**config.mk**
```make
export PLATFORM = sky130hd
export DESIGN_NAME = trig_irq_ctrl_flat
export DESIGN_NICKNAME = d
export VERILOG_FILES = /design/src/rtl/trig_irq_ctrl_pkg.sv /design/src/rtl/trig_irq_ctrl_if.sv /design/src/rtl/trig_edge_sync.sv /design/src/rtl/trig_irq_ctrl.sv /design/src/flat_wrapper.sv
export SDC_FILE = /design/constraint.sdc
export NUM_CORES = 1
export LEC_CHECK = 0
export CAP_MARGIN = 20
export CORE_UTILIZATION = 45
export CTS_CLUSTER_DIAMETER = 120
export DETAILED_ROUTE_END_ITERATION = 8
export GPL_TIMING_DRIVEN = 0
export PLACE_DENSITY = 0.81
export SYNTH_ARGS = -nofsm -noshare
export SYNTH_HDL_FRONTEND = slang
export SYNTH_HIERARCHICAL = 1
export SYNTH_SLANG_ARGS = --single-unit
export TNS_END_PERCENT = 30
```
**constraint.sdc**
```tcl
create_clock -name PCLK -period 2.95 [get_ports PCLK]
set_input_delay 0.885 -clock PCLK [delete_from_list [all_inputs] [get_ports PCLK]]
set_output_delay 0.885 -clock PCLK [all_outputs]
set_load 0.02 [all_outputs]
```
**src/rtl/trig_irq_ctrl_pkg.sv**
```systemverilog
// Shared definitions for trig_irq_ctrl: register addresses, CTRL/STATUS bit
// indices, pulse FSM state encodings and the threshold normalisation helper.
package trig_irq_ctrl_pkg;

  // Register word addresses
  localparam logic [1:0] ADDR_CTRL   = 2'd0;
  localparam logic [1:0] ADDR_THRESH = 2'd1;
  localparam logic [1:0] ADDR_COUNT  = 2'd2;
  localparam logic [1:0] ADDR_STATUS = 2'd3;

  // CTRL bit indices
  localparam int unsigned CTRL_EN   = 0;
  localparam int unsigned CTRL_IE   = 1;
  localparam int unsigned CTRL_MODE = 2;

  // STATUS bit indices
  localparam int unsigned STAT_PEND = 0;
  localparam int unsigned STAT_OVF  = 1;

  // Pulse FSM state encodings
  localparam logic [0:0] ST_IDLE  = 1'b0;
  localparam logic [0:0] ST_PULSE = 1'b1;

  // A programmed threshold of 0 behaves as 1.
  function automatic logic [7:0] eff_thresh(input logic [7:0] t);
    return (t == '0) ? 8'd1 : t;
  endfunction

endpackage

```
**src/rtl/trig_irq_ctrl_if.sv**
```systemverilog
// APB slave bus bundle for trig_irq_ctrl.
//  PSEL/PENABLE/PWRITE  transfer control (master -> slave)
//  PADDR[1:0]           register word index
//  PWDATA[7:0]          write data
//  PRDATA[7:0]          read data (slave -> master)
//  PREADY               always 1, zero wait states
interface trig_irq_ctrl_if;
  logic       PSEL;
  logic       PENABLE;
  logic       PWRITE;
  logic [1:0] PADDR;
  logic [7:0] PWDATA;
  logic [7:0] PRDATA;
  logic       PREADY;

  modport master (
    output PSEL, PENABLE, PWRITE, PADDR, PWDATA,
    input  PRDATA, PREADY
  );

  modport slave (
    input  PSEL, PENABLE, PWRITE, PADDR, PWDATA,
    output PRDATA, PREADY
  );
endinterface

```
**src/rtl/trig_edge_sync.sv**
```systemverilog
// Synchroniser plus rising-edge detector for a level arriving from another
// clock domain.
//  clk   in  sampling clock
//  rst   in  synchronous active-high reset, clears chain and edge history
//  din   in  asynchronous level
//  rise  out one-cycle pulse when the synchronised level goes 0->1
module trig_edge_sync #(
  parameter int unsigned SYNC_STAGES = 2
) (
  input  logic clk,
  input  logic rst,
  input  logic din,
  output logic rise
);

  logic [SYNC_STAGES-1:0] sync_q;
  logic                   s_d;

  always_ff @(posedge clk) begin
    if (rst) begin
      sync_q <= '0;
      s_d    <= 1'b0;
    end else begin
      sync_q <= {sync_q[SYNC_STAGES-2:0], din};
      s_d    <= sync_q[SYNC_STAGES-1];
    end
  end

  assign rise = sync_q[SYNC_STAGES-1] & ~s_d;

endmodule

```
**src/rtl/trig_irq_ctrl.sv**
```systemverilog
// Trigger interrupt controller. Counts synchronised rising edges of trig
// against a programmable threshold, latches a pending/overflow status,
// raises a maskable level interrupt and stretches each terminal event into
// a PULSE_W-cycle trig_out pulse. Configured over an APB slave port.
//  PCLK      in  clock
//  PRESET    in  synchronous active-high reset
//  apb       APB slave bundle (PSEL, PENABLE, PWRITE, PADDR, PWDATA, PRDATA, PREADY)
//  trig      in  asynchronous trigger level
//  irq       out PEND & IE
//  trig_out  out stretched pulse per terminal event
module trig_irq_ctrl
  import trig_irq_ctrl_pkg::*;
#(
  parameter int unsigned SYNC_STAGES = 2,
  parameter int unsigned PULSE_W     = 4
) (
  input  logic              PCLK,
  input  logic              PRESET,
  trig_irq_ctrl_if.slave    apb,
  input  logic              trig,
  output logic              irq,
  output logic              trig_out
);

  localparam int unsigned CNT_W = (PULSE_W > 1) ? $clog2(PULSE_W) : 1;

  logic             en_q, ie_q, mode_q;
  logic [7:0]       thresh_q, count_q;
  logic             pend_q, ovf_q;
  logic [0:0]       state_q, state_d;
  logic [CNT_W-1:0] cnt_q, cnt_d;
  logic             trig_out_q;

  logic             rise;
  logic             wr_en, wr_ctrl, wr_thresh, wr_status;
  logic             disable_now;
  logic [7:0]       count_inc;
  logic             hit;
  logic             terminal;
  logic             clr_pend, clr_ovf;
  logic [7:0]       rdata;

  trig_edge_sync #(
    .SYNC_STAGES(SYNC_STAGES)
  ) u_sync (
    .clk  (PCLK),
    .rst  (PRESET),
    .din  (trig),
    .rise (rise)
  );

  assign wr_en     = apb.PSEL & apb.PENABLE & apb.PWRITE;
  assign wr_ctrl   = wr_en & (apb.PADDR == ADDR_CTRL);
  assign wr_thresh = wr_en & (apb.PADDR == ADDR_THRESH);
  assign wr_status = wr_en & (apb.PADDR == ADDR_STATUS);

  // Clearing EN flushes the counter and the pulse on the same edge.
  assign disable_now = wr_ctrl & ~apb.PWDATA[CTRL_EN];

  assign count_inc = count_q + 8'd1;
  // >= so that a threshold lowered below COUNT fires on the next edge.
  assign hit       = count_inc >= eff_thresh(thresh_q);
  assign terminal  = rise & en_q & (~mode_q | hit);

  assign clr_pend  = wr_status & apb.PWDATA[STAT_PEND];
  assign clr_ovf   = wr_status & apb.PWDATA[STAT_OVF];

  always_ff @(posedge PCLK) begin
    if (PRESET) begin
      en_q     <= 1'b0;
      ie_q     <= 1'b0;
      mode_q   <= 1'b0;
      thresh_q <= '0;
      count_q  <= '0;
      pend_q   <= 1'b0;
      ovf_q    <= 1'b0;
    end else begin
      if (wr_ctrl) begin
        en_q   <= apb.PWDATA[CTRL_EN];
        ie_q   <= apb.PWDATA[CTRL_IE];
        mode_q <= apb.PWDATA[CTRL_MODE];
      end
      if (wr_thresh) thresh_q <= apb.PWDATA;

      if (disable_now)
        count_q <= '0;
      else if (rise & en_q & mode_q)
        count_q <= hit ? '0 : count_inc;

      // Set beats clear; an acknowledged PEND does not count as overflow.
      pend_q <= (pend_q & ~clr_pend) | terminal;
      ovf_q  <= (ovf_q & ~clr_ovf) | (terminal & pend_q & ~clr_pend);
    end
  end

  always_comb begin
    state_d = state_q;
    cnt_d   = cnt_q;
    if (disable_now) begin
      state_d = ST_IDLE;
      cnt_d   = '0;
    end else if (terminal) begin
      state_d = ST_PULSE;
      cnt_d   = CNT_W'(PULSE_W - 1);
    end else if (state_q == ST_PULSE) begin
      if (cnt_q == '0) state_d = ST_IDLE;
      else             cnt_d   = cnt_q - CNT_W'(1);
    end
  end

  // trig_out is registered alongside the state so it mirrors PULSE exactly.
  always_ff @(posedge PCLK) begin
    if (PRESET) begin
      state_q    <= ST_IDLE;
      cnt_q      <= '0;
      trig_out_q <= 1'b0;
    end else begin
      state_q    <= state_d;
      cnt_q      <= cnt_d;
      trig_out_q <= (state_d == ST_PULSE);
    end
  end

  always_comb begin
    rdata = '0;
    if (apb.PSEL & ~apb.PWRITE) begin
      unique case (apb.PADDR)
        ADDR_CTRL:   rdata = {5'b0, mode_q, ie_q, en_q};
        ADDR_THRESH: rdata = thresh_q;
        ADDR_COUNT:  rdata = count_q;
        ADDR_STATUS: rdata = {6'b0, ovf_q, pend_q};
        default:     rdata = '0;
      endcase
    end
  end

  assign apb.PRDATA = rdata;
  assign apb.PREADY = 1'b1;
  assign irq        = pend_q & ie_q;
  assign trig_out   = trig_out_q;

endmodule
```
**src/flat_wrapper.sv**
```systemverilog
// flat-port wrapper written by rule: the top's interface ports become plain ports
module trig_irq_ctrl_flat import trig_irq_ctrl_pkg::*;
#(
  parameter int unsigned SYNC_STAGES = 2,
  parameter int unsigned PULSE_W     = 4
)
  (PCLK, PRESET, trig, irq, trig_out, apb_PSEL, apb_PENABLE, apb_PWRITE, apb_PADDR, apb_PWDATA, apb_PRDATA, apb_PREADY);
  trig_irq_ctrl_if apb_i ();
  input  logic PCLK;
  input  logic PRESET;
  input  logic trig;
  output logic irq;
  output logic trig_out;
  input wire logic [$bits(apb_i.PSEL)-1:0] apb_PSEL;
  input wire logic [$bits(apb_i.PENABLE)-1:0] apb_PENABLE;
  input wire logic [$bits(apb_i.PWRITE)-1:0] apb_PWRITE;
  input wire logic [$bits(apb_i.PADDR)-1:0] apb_PADDR;
  input wire logic [$bits(apb_i.PWDATA)-1:0] apb_PWDATA;
  output wire logic [$bits(apb_i.PRDATA)-1:0] apb_PRDATA;
  output wire logic [$bits(apb_i.PREADY)-1:0] apb_PREADY;
  assign apb_i.PSEL = apb_PSEL;
  assign apb_i.PENABLE = apb_PENABLE;
  assign apb_i.PWRITE = apb_PWRITE;
  assign apb_i.PADDR = apb_PADDR;
  assign apb_i.PWDATA = apb_PWDATA;
  assign apb_PRDATA = apb_i.PRDATA;
  assign apb_PREADY = apb_i.PREADY;
  trig_irq_ctrl #(.SYNC_STAGES(SYNC_STAGES), .PULSE_W(PULSE_W)) u_core (.PCLK(PCLK), .PRESET(PRESET), .apb(apb_i), .trig(trig), .irq(irq), .trig_out(trig_out));
endmodule
```
==> results of run 1 <==
==> stage by stage <==
step	setup slack, ps	TNS, ps	instance area [sq um]	std cells	hold slack (ps)
final	42.47	0	1856	248	458.4
after global routing	0.003331	0	1856	248	462.6
after CTS	6.904	0	1861	248	459.3
after detailed placement	-436.0	-3046	1833	245	429.1
after global placement	-394.0	-2991	1833	245	423.8
after floorplan	196.8	0	1548	178	413.8
==> registers in the layout, indices dropped and copies added (netlist names) <==
signal / cells
u_core/count_q: 8
u_core/thresh_q: 8
u_core/cnt_q: 2
u_core/u_sync/sync_q: 2
u_core/en_q: 1
u_core/ie_q: 1
u_core/mode_q: 1
u_core/ovf_q: 1
u_core/pend_q: 1
u_core/trig_out: 1
u_core/u_sync/s_d: 1
==> path summary, 6_finish.rpt <==
kind / from / to / slack (ps) / depth (start not counted)
worst min register to register: u_core/u_sync/sync_q[0] / u_core/u_sync/sync_q[1] / 460 / 1
worst max-delay path: apb_PWRITE / apb_PRDATA[0] / 40 / 4
worst max register to register: u_core/count_q[0] / u_core/pend_q / 300 / 10
worst min-delay path: u_core/u_sync/sync_q[0] / u_core/u_sync/sync_q[1] / 460 / 1
==> cell usage in the layout (no fill, tap or decap), types with 3 or more instances in the layout <==
cell type and instances:
sky130_fd_sc_hd__nor2_1 30, sky130_fd_sc_hd__clkdlybuf4s15_1 3, sky130_fd_sc_hd__clkbuf_4 4, sky130_fd_sc_hd__nand2_1 10, sky130_fd_sc_hd__inv_1 13, sky130_fd_sc_hd__xor2_1 4, sky130_fd_sc_hd__a21oi_1 7, sky130_fd_sc_hd__ha_1 10
sky130_fd_sc_hd__nor2b_1 8, sky130_fd_sc_hd__xnor2_1 3, sky130_fd_sc_hd__a22oi_1 11, sky130_fd_sc_hd__dlygate4sd2_1 3, sky130_fd_sc_hd__clkbuf_1 3, sky130_fd_sc_hd__dfxtp_1 27, sky130_fd_sc_hd__nand3_1 5, sky130_fd_sc_hd__mux2i_1 12
sky130_fd_sc_hd__clkdlybuf4s50_1 15, sky130_fd_sc_hd__clkbuf_2 3
==> metal layers <==
layer / global-route usage / vias up / routed length [microns]
met1: 0.2464 / 626 / 1439
li1: - / 666 / -
met3: 0.01919 / 2 / 110
met5: 0 / - / 0
met2: 0.3469 / 34 / 1536
met4: 0.06818 / 0 / 27
==> logic make-up (layout without fill, tap and decap cells) <==
| family | count (synthesis) | after routing | share of synthesized area |
|---|---|---|---|
| AO/OA/AOI/OAI | 28 | 28 | 0.1399 |
| XOR/XNOR | 7 | 7 | 0.03961 |
| adder cells (fa/ha/maj) | 10 | 10 | 0.08084 |
| buffers and inverters | 22 | 48 | 0.05901 |
| flip-flops | 27 | 27 | 0.3492 |
| multiplexers | 15 | 15 | 0.1140 |
| other | 1 | 1 | 0.002423 |
| AND/OR/NAND/NOR | 68 | 68 | 0.2150 |
==> report_power, final <==
part           total [uW]  switching, uW  internal [uW]
clock                 165            114           51.8
combinational        58.7           27.2           31.5
sequential            371           2.48            369
total                 595            143            452
==> final cells by class <==
class | count | area, sq um | area share
Multi-Input combinational cell | 129 | 920.9 | 0.4963
Clock inverter | 1 | 7.507 | 0.004046
Sequential cell | 27 | 540.5 | 0.2913
Inverter | 13 | 48.80 | 0.02630
Buffer | 8 | 43.79 | 0.02360
Clock buffer | 3 | 22.52 | 0.01214
Timing Repair Buffer | 23 | 216.5 | 0.1167
Tap cell | 44 | 55.05 | 0.02967
==> critical path, cell delays in order <==
cell                              delay (ps)
sky130_fd_sc_hd__clkdlybuf4s50_1         410
sky130_fd_sc_hd__nand2b_2                270
sky130_fd_sc_hd__nor2b_1                 150
sky130_fd_sc_hd__clkdlybuf4s15_1         310
==> timing repair <==
item | 4_1_cts | 5_1_grt
gates cloned | 0 | 0
pin swaps | 0 | 0
setup endpoints to repair | 8 | 5
resized for setup | 14 | 6
==> impl_metrics.yaml, run 1 <==
synth:
  synth_largest_type_area_fraction: 0.3492
  syn-instance-count: 178
  yosys-top-cells-count: "sky130_fd_sc_hd__nor2_1, sky130_fd_sc_hd__dfxtp_1, sky130_fd_sc_hd__inv_1"
  ys_dominant_reg_cell: "sky130_fd_sc_hd__dfxtp_1"
  synth.area.top_cells: "sky130_fd_sc_hd__dfxtp_1, sky130_fd_sc_hd__ha_1, sky130_fd_sc_hd__mux2i_1, sky130_fd_sc_hd__nor2_1, sky130_fd_sc_hd__a22oi_1"
  synth.largest_area_cell: "sky130_fd_sc_hd__dfxtp_1"
  synth_seq_area_share: 0.3492
  synth.distinct_cells: 38
  synth_enable_flop_cells: 0
  synthArstFlopShare: 0
  yosys.cell_count.top_type: "sky130_fd_sc_hd__nor2_1"
  ys.warnings.count: 6
  postSynthRegisterBits: 27
  syn_area_per_cell_sq_um: 8.695
  syn_nets: 204
  area_of_the_mapped_netlist_sq_mm: 0.001548
cts:
  clk_root_buffer_cell: "sky130_fd_sc_hd__clkbuf_4"
  cts.sink_count: 27
  clock_tree.htree_level_count: 1
  cts-buffers-inserted: 3
  cts_max_path_buffers: 2
  clkSlewWorstSetupHoldPaths_ps: 150
  worstSkewPairLatency_ps: 320
  hold_fix_buffers_cts: 0
  postCtsSetupBuffers: 0
  tritoncts: "done"
floorplan:
  die-area_sq_mm: 0.003678
  ios: 27
  starting_density: 0.4909
  placeableCoreArea_sq_mm: 0.003153
  rows: 20
  die-height_microns: 60.65
  chipWidth_microns: 60.65
status:
  outcome: "finished clean"
pwr:
  leakage_uw: 0.0006900
  totalPowerFinal_uw: 595.3
  power-per-cell-area_mw_per_mm2: 320.8
  peak_ir_drop_on_the_vdd_network_v: 0.0001859
drt:
  totalWireLength_microns: 3114
  wl_per_cell_microns: 12.56
  initial_drc_count: 41
  initial_drt_pass_iterations: 4
  route.vias.total: 1328
  avgViaCountPerCell: 5.355
  detail-route-antenna-nets: 0
  route.detailed.drc: 0
hold_path:
  min_path_type: "flip-flop to flip-flop"
job:
  drv_cap: 0
setup_path:
  cp_data_arrival_time_ps: 2020
  critical_path_rt_ps: 2070
  setup.worst_path.class: "input port to primary output"
  crit_fanout: 8
  worstSetupStartpointType: "input port"
  critical_path.endpoint_type: "primary output"
timing:
  slew_headroom: 0.5893
  tightestPinTransition_ps: 611.4
  slew_violations: 0
  timing.clock.skew_ps: 6.373
  setup_repair_after_global_routing_missed_its_margin: "false"
  timing.final.crit_share: 0.9856
  hold_viol_final: 0
  timing.fmax_ghz: 0.3439
  min_period_ps: 2908
  report.final.setup_viol: 0
finish:
  layout-drive-gt1-share: 0.09804
  final_core_util: 0.5885
  antennaDiodeCount: 0
  fin_nets: 231
  fillCellCount: 301
  area_delta_synth_final_pct: 19.89
global_route:
  maximum_number_of_pins_on_one_net_before_global_route_repair: 17
  grt_overflow: 0
  gr-usage-all-layers: 0.1953
  first_global_vias: 1271
  grt_first_pass_wirelength_microns: 5368
  initial_antenna_violation_count: 0
place:
  dp.final_hpwl_microns: 2415
  place_congestion: 0.9102
  i_o_buffers: 23
Note: power is estimated with default switching activity, not from simulation.
==> run 2: changes to the inputs <==
--- a/config.mk
+++ b/config.mk
@@ -11,6 +11,7 @@
 export DETAILED_ROUTE_END_ITERATION = 8
 export GPL_TIMING_DRIVEN = 0
 export PLACE_DENSITY = 0.81
+export SLEW_MARGIN = 20
 export SYNTH_ARGS = -nofsm -noshare
 export SYNTH_HDL_FRONTEND = slang
 export SYNTH_HIERARCHICAL = 1
==> constraint.sdc (replaced) <==
create_clock -name PCLK -period 3.6 [get_ports PCLK]
set_input_delay 1.08 -clock PCLK [delete_from_list [all_inputs] [get_ports PCLK]]
set_output_delay 1.08 -clock PCLK [all_outputs]
set_load 0.02 [all_outputs]
==> run 2 against run 1 <==
Clock power shrank 18%; total power shrank 18%; flip-flop and latch count is the same.
==> impl_metrics.yaml, run 2 (same netlist as run 1, synthesis figures left out) <==
status:
  outcome: "finished clean"
floorplan:
  die-height_microns: 60.65
  chipWidth_microns: 60.65
  starting_density: 0.4909
  die-area_sq_mm: 0.003678
  rows: 20
  placeableCoreArea_sq_mm: 0.003153
  ios: 27
finish:
  fin_nets: 232
  mostFrequentLayoutCell: "sky130_fd_sc_hd__nor2_1"
  layout-drive-gt1-share: 0.08780
  area_delta_synth_final_pct: 20.13
  final_cell_count_no_fill: 249
  final_core_util: 0.5897
  antennaDiodeCount: 0
  layout_common_cells: "sky130_fd_sc_hd__nor2_1, sky130_fd_sc_hd__dfxtp_1, sky130_fd_sc_hd__clkdlybuf4s50_1"
  top_regs: "u_core/count_q: 8 flops, u_core/thresh_q: 8 flops"
  fillCellCount: 302
  fin_area_sq_mm: 0.001859
cts:
  worstSkewPairLatency_ps: 320
  tritoncts: "done"
  cts_max_path_buffers: 2
  hold_fix_buffers_cts: 0
  clkSlewWorstSetupHoldPaths_ps: 150
  clk_root_buffer_cell: "sky130_fd_sc_hd__clkbuf_4"
  cts.sink_count: 27
  cts-buffers-inserted: 3
  clock_tree.htree_level_count: 1
place:
  place_congestion: 0.9102
  placed_cells: 245
  dp.final_hpwl_microns: 2415
  postPlaceCellArea_sq_mm: 0.001833
  i_o_buffers: 23
timing:
  min_period_ps: 3382
  setup_tns_ps: 0
  setup_repair_after_global_routing_missed_its_margin: "false"
  timing.final.crit_share: 0.9394
  report.final.setup_viol: 0
  tightestPinTransition_ps: 624.7
  holdWs_ps: 459.2
  timing.clock.skew_ps: 5.000
  timing.fmax_ghz: 0.2957
  hold_viol_final: 0
  slew_headroom: 0.5803
  slew_violations: 0
drt:
  avgViaCountPerCell: 5.217
  route.detailed.drc: 0
  route.vias.total: 1299
  initial_drc_count: 50
  totalWireLength_microns: 3145
  detail-route-antenna-nets: 0
  initial_drt_pass_iterations: 4
  wl_per_cell_microns: 12.63
hold_path:
  min_path_type: "flip-flop to flip-flop"
global_route:
  initial_antenna_violation_count: 0
  gr-usage-all-layers: 0.1971
  maximum_number_of_pins_on_one_net_before_global_route_repair: 17
  first_global_vias: 1272
  grt_first_pass_wirelength_microns: 5409
  grt_overflow: 0
setup_path:
  r2r_slack_ps: 910
  critical_path.endpoint_type: "primary output"
  critical_path_rt_ps: 2520
  cell_breakdown_of_the_critical_path: "clkdlybuf4s50_1 -> nand2b_1 -> clkbuf_2 -> nor2_1 -> dlygate4sd2_1"
  setup.worst_path.class: "input port to primary output"
  worstSetupStartpointType: "input port"
  crit_fanout: 8
  critical_path_top_delay_cell: "sky130_fd_sc_hd__clkdlybuf4s50_1"
  max_stage_delay_ps: 410
  cp_data_arrival_time_ps: 2300
job:
  drv_cap: 0
pwr:
  leakage_uw: 0.0007114
  power-per-cell-area_mw_per_mm2: 261.8
  peak_ir_drop_on_the_vdd_network_v: 0.0001570
run 2: final timing paths:
check                                             start                      end  cells after the start
worst max-delay path                         apb_PWRITE            apb_PRDATA[6]                      5
worst min-delay path            u_core/u_sync/sync_q[0]  u_core/u_sync/sync_q[1]                      1
worst max register to register        u_core/count_q[0]            u_core/pend_q                     10
worst min register to register  u_core/u_sync/sync_q[0]  u_core/u_sync/sync_q[1]                      1
run 2: repair_timing:
action                     in CTS  in global routing
setup endpoints to repair       8                  0
gates resized for setup        12                  0
buffers inserted                0                  0
run 2: layout make-up:
class / instances / area (sq um) / share of cell area
timing repair buffer: 23 / 220.2 / 0.1184
clock inverter: 1 / 7.507 / 0.004038
clock buffer: 3 / 22.52 / 0.01211
multi-input combinational: 129 / 918.4 / 0.4939
inverter: 13 / 48.80 / 0.02624
sequential: 27 / 540.5 / 0.2907
buffer: 9 / 46.29 / 0.02490
tap: 44 / 55.05 / 0.02961
run 2: power breakdown:
group | internal, uW | total [uW] | switching (uW)
sequential | 302 | 304 | 2.06
combinational | 25.7 | 48.0 | 22.3
clock | 42.4 | 135 | 92.2
total | 370 | 487 | 117
run 2: critical path, delay by kind of cell:
kind          cells  cell delay, ps
buf+inv           3             940
simple gates      2             280
run 2: through the flow:
| step | setup slack [ps] | power, uW |
|---|---|---|
| global placement | -134.0 | 357.1 |
| floorplan | 456.8 | 335.7 |
| CTS | 201.2 | 492.2 |
| global route | 177.5 | 506.1 |
| detailed placement | -176.0 | 358.0 |
| finish | 218.1 | 486.8 |
run 2: layer usage:
layer / global-route usage / vias to the layer above / wire length (microns)
li1: - / 663 / -
met1: 0.2464 / 608 / 1482
met2: 0.3516 / 26 / 1560
met3: 0.02132 / 2 / 75
met4: 0.06818 / 0 / 27
met5: 0 / - / 0
